### src/rtl/quiz_round_ctrl.sv
// quiz_round_ctrl: session sequencer for the timed-challenge mode.
// Runs ROUNDS answer rounds, each bounded by the shared countdown timer,
// scores each verdict, holds every round result for RESULT_HOLD cycles and
// reports session completion with a latched pass flag.
//
// Build option: define SPEED_BONUS_EN to award 2 points for a correct
// answer given while time_left >= 7. Without it every correct answer
// scores 1 and time_left is not used.
//
// Answer handshake: an answer is consumed on any clock edge where
// ans_valid && ans_ready are both high. ans_ready is high only during RUN,
// so ans_valid outside RUN is simply dropped; ans_correct is only looked at
// on that consuming edge. timer_done has no ready: it only acts in RUN, and
// a same-edge answer takes precedence over it.
`timescale 1ns/1ps

module quiz_round_ctrl #(
    parameter int ROUNDS      = 5,
    parameter int PASS_SCORE  = 3,
    parameter int RESULT_HOLD = 200_000_000
) (
    input  logic       clk,
    input  logic       rst,
    input  logic       start,
    input  logic       abort,
    input  logic       ans_valid,
    input  logic       ans_correct,
    input  logic [3:0] time_left,
    input  logic       timer_done,
    output logic       start_timer,
    output logic       ans_ready,
    output logic [3:0] round_idx,
    output logic [4:0] score,
    output logic [1:0] round_result,
    output logic       result_valid,
    output logic       session_busy,
    output logic       session_done,
    output logic       session_pass,
    output logic [1:0] state_dbg
);

    // Session states; the 2-bit encoding is exposed on state_dbg.
    typedef enum logic [1:0] {
        S_IDLE = 2'd0,
        S_RUN  = 2'd1,
        S_HOLD = 2'd2,
        S_DONE = 2'd3
    } state_t;

    // Round result codes shown on round_result.
    localparam logic [1:0] RES_NONE    = 2'b00;
    localparam logic [1:0] RES_CORRECT = 2'b01;
    localparam logic [1:0] RES_WRONG   = 2'b10;
    localparam logic [1:0] RES_TIMEOUT = 2'b11;

    localparam int              CNT_W      = $clog2(RESULT_HOLD);
    localparam logic [CNT_W-1:0] HOLD_LAST = CNT_W'(RESULT_HOLD - 1);
    localparam logic [3:0]      LAST_ROUND = 4'(ROUNDS - 1);
    localparam logic [4:0]      PASS_THR   = 5'(PASS_SCORE);

    state_t           state_q;
    state_t           state_d;
    logic [CNT_W-1:0] hold_cnt_q;
    logic [CNT_W-1:0] hold_cnt_d;

    // Next values of the registered outputs.
    logic       start_timer_d;
    logic       ans_ready_d;
    logic [3:0] round_idx_d;
    logic [4:0] score_d;
    logic [1:0] round_result_d;
    logic       result_valid_d;
    logic       session_busy_d;
    logic       session_done_d;
    logic       session_pass_d;

    // Points awarded for a correct answer.
    logic [4:0] correct_inc;

    logic hold_last;
    logic more_rounds;
    logic abort_hit;

    assign hold_last   = (hold_cnt_q == HOLD_LAST);
    assign more_rounds = (round_idx < LAST_ROUND);
    // Abort is a no-op in IDLE apart from blocking a same-cycle start.
    assign abort_hit   = abort && (state_q != S_IDLE);
    assign state_dbg   = state_q;

`ifdef SPEED_BONUS_EN
    // Fast correct answers (7 s or more remaining) earn a double point.
    always_comb begin
        correct_inc = (time_left >= 4'd7) ? 5'd2 : 5'd1;
    end
`else
    // Flat scoring; time_left is folded into a sink so it stays connected.
    logic unused_time_left;
    assign unused_time_left = ^time_left;
    assign correct_inc      = 5'd1;
`endif

    // State, hold counter and output registers.
    always_ff @(posedge clk) begin
        if (rst) begin
            state_q      <= S_IDLE;
            hold_cnt_q   <= '0;
            start_timer  <= 1'b0;
            ans_ready    <= 1'b0;
            round_idx    <= 4'd0;
            score        <= 5'd0;
            round_result <= RES_NONE;
            result_valid <= 1'b0;
            session_busy <= 1'b0;
            session_done <= 1'b0;
            session_pass <= 1'b0;
        end else begin
            state_q      <= state_d;
            hold_cnt_q   <= hold_cnt_d;
            start_timer  <= start_timer_d;
            ans_ready    <= ans_ready_d;
            round_idx    <= round_idx_d;
            score        <= score_d;
            round_result <= round_result_d;
            result_valid <= result_valid_d;
            session_busy <= session_busy_d;
            session_done <= session_done_d;
            session_pass <= session_pass_d;
        end
    end

    // Next-state selection; abort outranks every other input.
    always_comb begin
        state_d = state_q;
        if (abort_hit) begin
            state_d = S_IDLE;
        end else begin
            unique case (state_q)
                S_IDLE: begin
                    if (start && !abort) begin
                        state_d = S_RUN;
                    end
                end
                S_RUN: begin
                    if (ans_valid || timer_done) begin
                        state_d = S_HOLD;
                    end
                end
                S_HOLD: begin
                    if (hold_last) begin
                        state_d = more_rounds ? S_RUN : S_DONE;
                    end
                end
                S_DONE: begin
                    state_d = S_IDLE;
                end
                default: begin
                    state_d = S_IDLE;
                end
            endcase
        end
    end

    // Next output values and hold counter; registered values hold by default.
    always_comb begin
        hold_cnt_d     = hold_cnt_q;
        start_timer_d  = start_timer;
        ans_ready_d    = ans_ready;
        round_idx_d    = round_idx;
        score_d        = score;
        round_result_d = round_result;
        result_valid_d = 1'b0;
        session_busy_d = session_busy;
        session_done_d = 1'b0;
        session_pass_d = session_pass;

        if (abort_hit) begin
            // Cancel: timer released, scoring cleared, no completion pulse.
            hold_cnt_d     = '0;
            start_timer_d  = 1'b0;
            ans_ready_d    = 1'b0;
            score_d        = 5'd0;
            round_result_d = RES_NONE;
            session_busy_d = 1'b0;
            session_pass_d = 1'b0;
        end else begin
            unique case (state_q)
                S_IDLE: begin
                    if (start && !abort) begin
                        hold_cnt_d     = '0;
                        start_timer_d  = 1'b1;
                        ans_ready_d    = 1'b1;
                        round_idx_d    = 4'd0;
                        score_d        = 5'd0;
                        round_result_d = RES_NONE;
                        session_busy_d = 1'b1;
                        session_pass_d = 1'b0;
                    end
                end
                S_RUN: begin
                    if (ans_valid) begin
                        // The answer wins over a same-cycle timer expiry.
                        hold_cnt_d     = '0;
                        start_timer_d  = 1'b0;
                        ans_ready_d    = 1'b0;
                        result_valid_d = 1'b1;
                        if (ans_correct) begin
                            round_result_d = RES_CORRECT;
                            score_d        = score + correct_inc;
                        end else begin
                            round_result_d = RES_WRONG;
                        end
                    end else if (timer_done) begin
                        hold_cnt_d     = '0;
                        start_timer_d  = 1'b0;
                        ans_ready_d    = 1'b0;
                        result_valid_d = 1'b1;
                        round_result_d = RES_TIMEOUT;
                    end
                end
                S_HOLD: begin
                    // Timer stays released for the whole hold so it reloads.
                    if (hold_last) begin
                        hold_cnt_d = '0;
                        if (more_rounds) begin
                            start_timer_d  = 1'b1;
                            ans_ready_d    = 1'b1;
                            round_idx_d    = round_idx + 4'd1;
                            round_result_d = RES_NONE;
                        end else begin
                            session_done_d = 1'b1;
                            session_busy_d = 1'b0;
                            session_pass_d = (score >= PASS_THR);
                        end
                    end else begin
                        hold_cnt_d = hold_cnt_q + 1'b1;
                    end
                end
                S_DONE: begin
                    // Final score, round and pass flag stay visible in IDLE.
                    hold_cnt_d = '0;
                end
                default: begin
                    hold_cnt_d     = '0;
                    start_timer_d  = 1'b0;
                    ans_ready_d    = 1'b0;
                    round_idx_d    = 4'd0;
                    score_d        = 5'd0;
                    round_result_d = RES_NONE;
                    session_busy_d = 1'b0;
                    session_pass_d = 1'b0;
                end
            endcase
        end
    end

endmodule

### config.mk
export PLATFORM = sky130hd
export DESIGN_NAME = quiz_round_ctrl
export DESIGN_NICKNAME = d
export VERILOG_FILES = /design/src/rtl/quiz_round_ctrl.sv
export SDC_FILE = /design/constraint.sdc
export NUM_CORES = 1
export LEC_CHECK = 0
export ABC_CLOCK_PERIOD_IN_PS = 1650
export BUFFER_PORTS_ARGS = -buffer_cell sky130_fd_sc_hd__buf_4
export CAP_MARGIN = 20
export CELL_PAD_IN_SITES_DETAIL_PLACEMENT = 2
export CELL_PAD_IN_SITES_GLOBAL_PLACEMENT = 2
export CORE_MARGIN = 4
export CORE_UTILIZATION = 33
export CTS_BUF_LIST = sky130_fd_sc_hd__clkbuf_8
export DETAILED_ROUTE_END_ITERATION = 10
export HOLD_SLACK_MARGIN = 0.08
export PLACE_DENSITY = 0.76
export SETUP_SLACK_MARGIN = 0.02
export SYNTH_ARGS = -nofsm -noshare
export SYNTH_HDL_FRONTEND = slang
export SYNTH_SLANG_ARGS = --single-unit
### constraint.sdc
create_clock -name clk -period 1.65 [get_ports clk]
set_input_delay 0.165 -clock clk [delete_from_list [all_inputs] [get_ports clk]]
set_output_delay 0.165 -clock clk [all_outputs]
set_load 0.005 [all_outputs]
==> flow_summary.json, run 1 <==
{
  "ys_ff_latch": 46,
  "setup.worst_path.end_class": "register",
  "crit_path_max_fanout": 7,
  "n_antenna_cell": 0,
  "die-area_mm2": 0.008514,
  "tns_ps": -4431,
  "p_sw_mw": 0.7552,
  "synth_compound_area_frac": 0.1196,
  "yosys.area_share.simple": 0.3203,
  "grt_pass1_wl_mm": 14.20,
  "clock_sinks": 46,
  "fin_crit_sh": 1.153,
  "synth_cell_types": 59,
  "yosys.area_share.xor_xnor": 0.1084,
  "ioPinCount": 30,
  "grt_usage": 0.2158,
  "max_slew_margin": 0.7513,
  "power_frac_comb": 0.211,
  "via_per_inst": 5.647,
  "yosys_warnings": 0,
  "synth_top_family_by_area": "simple AND/OR/NAND/NOR gates",
  "start_util": 0.3430,
  "syn_area_mm2": 0.002343,
  "drt_drc_violations_left": 0,
  "grt_pass1_vias": 2533,
  "drtPass1Iterations": 4,
  "grt_max_degree": 23,
  "worstMarginPinSlew_ps": 369.1,
  "clk_latency_ps": 330,
  "dr.first_iter.drc_count": 148,
  "core_area_mm2": 0.006832,
  "overflow": 0,
  "synth_area_per_cell_um2": 9.119,
  "worst_slack_ps": -252.3,
  "gp_congestion": 0.7485,
  "p_int_mw": 1.814,
  "r2r_slack_ps": -250,
  "yosysSeqAreaShare": 0.3930,
  "outcome": "finished with violations",
  "async_reset_ff_frac": 0,
  "cp-endpoint": "hold_cnt_q[27]",
  "ys.flop_type": "dfxtp_1",
  "cp_data_arrival_time_ps": 2150,
  "postSynthCellCount": 257,
  "postRouteAntennaNets": 0,
  "drt-total-wl_mm": 11.13,
  "max_clock_freq_ghz": 0.5257,
  "synth_fa_ha_area_frac": 0.01602,
  "rsz0062_at_grt": "true",
  "rows": 30,
  "die_h_um": 92.27,
  "sw_frac_of_total": 0.2939,
  "crit_start": "hold_cnt_q[12]",
  "layoutNonFillerInstCount": 439,
  "synth-edff-count": 0,
  "reg2reg_depth": 7,
  "nFillCells": 728,
  "area_growth_pct": 48.05,
  "synth_top_area_share": 0.3930,
  "antenna_found_initial": 0,
  "path_clk_slew_ps": 110,
  "htreeDepth": 2,
  "drive_gt1_frac": 0.4577,
  "avgRoutedWirePerCell_um": 25.35,
  "cts_root_buf": "clkbuf_8",
  "rr_endpoint": "hold_cnt_q[27]",
  "synth_fp_nets": 271,
  "clock_skew_ps": 20.71,
  "cts_tree": "yes",
  "clockBufferDepth": 2,
  "finalHoldViolCount": 0,
  "vias": 2479,
  "fp.dieW_um": 92.27,
  "synthTopCellsByArea": "dfxtp_1 (39%), xor2_1 (9.0%), nand4_1 (5.3%), nor2_1 (5.3%), nand3_1 (2.8%)",
  "startpoint_type": "register",
  "critPathKind": "register to register",
  "layout_min_cycle_time_ps": 1902,
  "worstPathRequired_ps": 1890,
  "synthMuxAreaShare": 0.008542,
  "r2r-start": "hold_cnt_q[12]",
  "hpwl_mm": 5.711,
  "cts_buffers": 5,
  "setup_viol": 40,
  "p_leak_nw": 1.327,
  "maxSlewViolCount": 0,
  "yosys.area.top_type": "dfxtp_1",
  "violations": "setup timing",
  "placed_cells": 415,
  "clock_power_share": 0.342,
  "hold_class": "input pin to register",
  "io_buffers": 25,
  "ir_worst_vdd_v": 0.0003951,
  "power_density_mw_per_mm2": 740.6,
  "fin_nets": 356,
  "seqPwrFrac": 0.447,
  "max_cap_violations": 0
}
how the worst min path moves through the flow:
stage / start / endpoint / slack [ps] / depth (start not counted)
finish: timer_done / state_dbg[0] / 220 / 3
global route: timer_done / state_dbg[0] / 220 / 3
CTS: ans_correct / round_result[1] / 190 / 4
detailed placement: rst / round_idx[1] / 410 / 2
global placement: rst / round_idx[1] / 400 / 2
floorplan: rst / round_idx[0] / 230 / 1
power by group through the flow:
stage | Combinational, mW | Sequential, mW | Clock [mW]
after floorplan | 0.213 | 1.17 | 0
after global placement | 0.382 | 1.17 | 0
after detailed placement | 0.397 | 1.17 | 0
after CTS | 0.437 | 1.15 | 0.875
after global routing | 0.563 | 1.15 | 0.949
final | 0.542 | 1.15 | 0.879
per-layer routing:
metal  global-route usage  vias up  wire length, µm  share of wire
met2               0.3869       75             5931           0.53
li1                     -     1100                -              -
met1               0.2588     1276             4443           0.40
met3              0.03445       28              384          0.035
met5                    0        -                0              0
met4              0.07673        0              369          0.033
stage by stage:
stage	hold WS [ps]	worst slack [ps]	utilization	power, mW	instance area, µm²
after CTS	190.1	-53.63	0.4669	2.458	3189
after floorplan	234.1	20.78	-	1.385	2389
after global routing	222.1	-324.5	0.5079	2.662	3470
after detailed placement	409.3	-79.82	0.4381	1.569	2993
final	219.2	-252.3	0.5079	2.570	3470
after global placement	399.9	-53.47	0.4381	1.552	2993
final cells by class:
| type | instances | area [µm²] | area share |
|---|---|---|---|
| multi-input combinational | 198 | 1562 | 0.4501 |
| sequential | 46 | 938.4 | 0.2705 |
| timing repair buffer | 89 | 735.7 | 0.2120 |
| tap | 96 | 120.1 | 0.03462 |
| clock buffer | 5 | 68.82 | 0.01983 |
| clock inverter | 3 | 37.54 | 0.01082 |
| inverter | 2 | 7.507 | 0.002164 |
cells in the mapped netlist, drive strengths merged, types with 7 or more instances:
| library cell | n |
|---|---|
| nor2 | 34 |
| nand2 | 13 |
| xor2 | 24 |
| nand4 | 20 |
| dfxtp | 46 |
| buf | 7 |
| nor3 | 8 |
| a21oi | 12 |
| nand3 | 13 |
| and4 | 7 |
| o21ai | 11 |
registers in the layout, indices dropped and copies added (netlist names):
name,count
score,5
ans_ready,1
hold_cnt_q,28
session_busy,1
result_valid,1
round_idx,4
session_done,1
state_dbg,2
session_pass,1
round_result,2
critical path: stages (launching register included):
cell,delay (ps)
dfxtp_1,470
nand2_1,240
a2111oi_4,310
buf_4,210
buf_12,130
nand4_1,140
xor2_1,180
nor2_1,140
cells by family after synthesis:
family          Yosys count
simple gates            127
flops                    46
compound gates           37
xor+xnor                 29
buf+inv                  13
fa+ha+maj                 3
mux                       2
what timing repair did:
| action | CTS | global route |
|---|---|---|
| hold buffers | 1 | 0 |
| setup buffers | 1 | 13 |
| gates resized for setup | 17 | 51 |
| setup endpoints to repair | 41 | 44 |
| gates cloned | 0 | 1 |
| endpoints found under the hold margin | 2 | 0 |
| pin swaps | 5 | 25 |
placed cells by master (no fill, tap or decap), types with 3 or more instances in the layout:
cell	instances
buf_4	79
dfxtp_1	36
nor2_1	27
xor2_1	24
nand4_1	20
nand2_1	12
nand3_1	9
dfxtp_2	8
nor2_2	7
nor3_1	7
o21ai_1	6
buf_6	6
xnor2_1	5
a21oi_2	5
clkbuf_8	5
a21oi_4	4
nand3_2	4
and3_1	4
inv_1	4
and4_1	3
and4_4	3
a21oi_1	3
(Power assumes the default switching activity.)
==> run 2: changes to the inputs <==
--- a/config.mk
+++ b/config.mk
@@ -5,17 +5,18 @@
 export SDC_FILE = /design/constraint.sdc
 export NUM_CORES = 1
 export LEC_CHECK = 0
+export ABC_AREA = 1
 export ABC_CLOCK_PERIOD_IN_PS = 1650
 export BUFFER_PORTS_ARGS = -buffer_cell sky130_fd_sc_hd__buf_4
 export CAP_MARGIN = 20
 export CELL_PAD_IN_SITES_DETAIL_PLACEMENT = 2
 export CELL_PAD_IN_SITES_GLOBAL_PLACEMENT = 2
 export CORE_MARGIN = 4
-export CORE_UTILIZATION = 33
+export CORE_UTILIZATION = 31
 export CTS_BUF_LIST = sky130_fd_sc_hd__clkbuf_8
 export DETAILED_ROUTE_END_ITERATION = 10
 export HOLD_SLACK_MARGIN = 0.08
-export PLACE_DENSITY = 0.76
+export PLACE_DENSITY = 0.78
 export SETUP_SLACK_MARGIN = 0.02
 export SYNTH_ARGS = -nofsm -noshare
 export SYNTH_HDL_FRONTEND = slang
==> run 2 against run 1 <==
Net effect: the run still ends with setup timing left; clock power grew 4.0%; first-iteration DRC count fell by 1.4%; power is 29% higher; setup slack better by 150 ps; largest cell class unchanged.
==> flow_summary.json, run 2 <==
{
  "synth_area_per_cell_um2": 7.009,
  "fin_nets": 461,
  "maxSlewViolCount": 0,
  "cts_buffers": 5,
  "clock_sinks": 46,
  "synth-edff-count": 0,
  "ir_worst_vdd_v": 0.0003170,
  "dr_wl_met2_mm": 6.073,
  "yosys.area.top_type": "dfxtp_1",
  "via_per_inst": 5.269,
  "power_frac_comb": 0.350,
  "yosysSeqAreaShare": 0.3485,
  "path_common_cell": "nand2_4",
  "reg_top3": "hold_cnt_q x28, score x5, round_idx x4",
  "cp_slowest_stage_delay_ps": 360,
  "outcome": "finished with violations",
  "grt_pass1_vias": 3091,
  "path_cells": "inv_1 -> nand2_1 -> nor2_1 -> nand2_1 -> nor2_1 -> nand2_2 -> nand2_4 -> nand2_4 -> nand2_4 -> clkbuf_16 -> a21oi_2",
  "crit_start": "hold_cnt_q[18]",
  "drt-total-wl_mm": 12.14,
  "antenna_found_initial": 0,
  "r2r-start": "hold_cnt_q[18]",
  "wl_met3_um": 515,
  "clock_skew_ps": 16.40,
  "routed.top_layer": "met4",
  "path_clk_slew_ps": 100,
  "synthTopCellsByArea": "dfxtp_1 (35%), nand2_1 (11%), nor2_1 (8.2%), nand3_1 (6.1%), inv_1 (6.0%)",
  "startpoint_type": "register",
  "layout_common_cells": "nand2_1 (69), buf_4 (65), inv_1 (43)",
  "final_area_mm2": 0.003622,
  "r2r_slack_ps": -100,
  "ioPinCount": 30,
  "postSynthCellCount": 377,
  "hpwl_mm": 7.303,
  "cp_data_arrival_time_ps": 1960,
  "worstMarginPinSlew_ps": 442.7,
  "clockBufferDepth": 2,
  "reg2reg_depth": 11,
  "rsz0062_at_grt": "true",
  "core_area_mm2": 0.008258,
  "synth_fp_nets": 391,
  "p_leak_nw": 1.367,
  "largest_register_ffs": 28,
  "syn_area_mm2": 0.002643,
  "fin_crit_sh": 1.062,
  "p_int_mw": 2.055,
  "regMostFlops": "hold_cnt_q",
  "yosys_warnings": 0,
  "avgRoutedWirePerCell_um": 21.95,
  "finalHoldViolCount": 0,
  "area_growth_pct": 37.07,
  "die-area_mm2": 0.01007,
  "power_density_mw_per_mm2": 913.5,
  "clock_power_share": 0.276,
  "max_cap_violations": 0,
  "synth_top_area_share": 0.3485,
  "max_slew_margin": 0.7017,
  "critPathKind": "register to register",
  "worst_slack_ps": -102.3,
  "grt_usage": 0.2116,
  "htreeDepth": 2,
  "overflow": 0,
  "seqPwrFrac": 0.374,
  "nFillCells": 939,
  "p_sw_mw": 1.254,
  "cp-endpoint": "hold_cnt_q[20]",
  "grt_max_degree": 16,
  "fp.dieW_um": 100.3,
  "vias": 2914,
  "grt_pass1_wl_mm": 16.44,
  "max_clock_freq_ghz": 0.5707,
  "rr_endpoint": "hold_cnt_q[20]",
  "met1_length_mm": 5.189,
  "sw_frac_of_total": 0.3789,
  "crit_path_max_fanout": 7,
  "io_buffers": 25,
  "layout_commonest_cell": "nand2_1",
  "tns_ps": -2196,
  "dr.first_iter.drc_count": 146,
  "drtPass1Iterations": 4,
  "rows": 33,
  "synthTopCellsByCount": "nand2_1 (79), nor2_1 (58), dfxtp_1 (46), inv_1 (42), nand3_1 (32)",
  "clk_latency_ps": 320,
  "gp_congestion": 0.7818,
  "die_h_um": 100.3,
  "violations": "setup timing",
  "ys.flop_type": "dfxtp_1",
  "place_area_mm2": 0.003191,
  "ys_ff_latch": 46,
  "n_antenna_cell": 0,
  "layout_min_cycle_time_ps": 1752,
  "setup_viol": 31,
  "postRouteAntennaNets": 0,
  "drive_gt1_frac": 0.3862,
  "cts_root_buf": "clkbuf_8",
  "cts_tree": "yes",
  "synth_cell_types": 37,
  "worstPathRequired_ps": 1850,
  "drt_drc_violations_left": 0,
  "async_reset_ff_frac": 0,
  "start_util": 0.3200,
  "slowest_stage": "dfxtp_1",
  "hold_class": "input pin to register",
  "setup.worst_path.end_class": "register",
  "synth_most_common_cell": "nand2_1"
}
-- run 2: changes by cell type in the layout (fill, tap and decap cells not counted), sizes merged, moves of 7 or more --
cell	before	now
buf	87	68
xor2	24	5
nand3	13	33
nor2	34	70
nor3	8	19
inv	4	46
and4	7	0
nand2	13	89
a21oi	12	21
nand4	20	11
-- run 2: worst min path at each step --
stage | startpoint | cells past startpoint | slack, ps | to
after floorplan | rst | 1 | 230 | round_idx[0]
after global placement | rst | 2 | 360 | round_idx[0]
after detailed placement | rst | 2 | 370 | round_idx[3]
after CTS | timer_done | 3 | 170 | result_valid
after global routing | timer_done | 4 | 250 | ans_ready
final | timer_done | 4 | 190 | ans_ready
-- run 2: kinds of logic after synthesis --
family | count (synthesis) | synth area share
DFF | 46 | 0.3485
AOI/OAI and AO/OA | 39 | 0.08759
and+or+nand+nor | 227 | 0.4247
xor gates and xnor gates | 10 | 0.03314
adders and majority gates | 3 | 0.01421
buffers and inverters | 52 | 0.09186
-- run 2: metrics by stage --
step                utilization  instances  setup slack (ps)  hold WS [ps]  power (mW)
CTS                      0.4133        550             4.023         168.4       3.117
floorplan                     -        377             79.55         234.1       1.845
finish                   0.4386        553            -102.3         194.9       3.309
global route             0.4386        553            -199.9         245.6       3.444
detailed placement       0.3864        538            -63.06         365.9       2.216
global placement         0.3864        538             30.59         363.1       2.169
-- run 2: critical path: cells and delay by family, from the launching register on --
family	cells	cell delay, ps
buffers and inverters	2	320
flip-flops	1	360
AND/OR/NAND/NOR	8	910
AO/OA/AOI/OAI	1	30
-- run 2: cell type report --
cell class / count / area [µm²] / share of cell area
Multi-Input combinational cell: 279 / 1700 / 0.4694
Sequential cell: 46 / 937.1 / 0.2587
Timing Repair Buffer: 70 / 569.3 / 0.1572
Inverter: 45 / 173.9 / 0.04801
Tap cell: 105 / 131.4 / 0.03627
Clock buffer: 5 / 68.82 / 0.01900
Clock inverter: 3 / 41.29 / 0.01140
-- run 2: timing repair --
action | CTS | global route
gates resized for setup | 25 | 48
endpoints found under the setup margin | 37 | 39
hold endpoints to repair | 3 | 0
hold buffers | 1 | 0
cloned | 0 | 1
pin swaps | 4 | 19
setup buffers | 3 | 2
-- run 2: metal layers --
| metal | global-route usage | vias to the layer above |
|---|---|---|
| met5 | 0 | - |
| met4 | 0.06736 | 0 |
| met3 | 0.02849 | 25 |
| met2 | 0.3746 | 69 |
| met1 | 0.2644 | 1461 |
| li1 | - | 1359 |
-- run 2: power groups by stage --
| stage | Sequential (mW) | Combinational (mW) | Clock, mW |
|---|---|---|---|
| after floorplan | 1.25 | 0.592 | 0 |
| after global placement | 1.24 | 0.929 | 0 |
| after detailed placement | 1.25 | 0.970 | 0 |
| after CTS | 1.23 | 0.992 | 0.897 |
| after global routing | 1.24 | 1.24 | 0.959 |
| final | 1.24 | 1.16 | 0.914 |
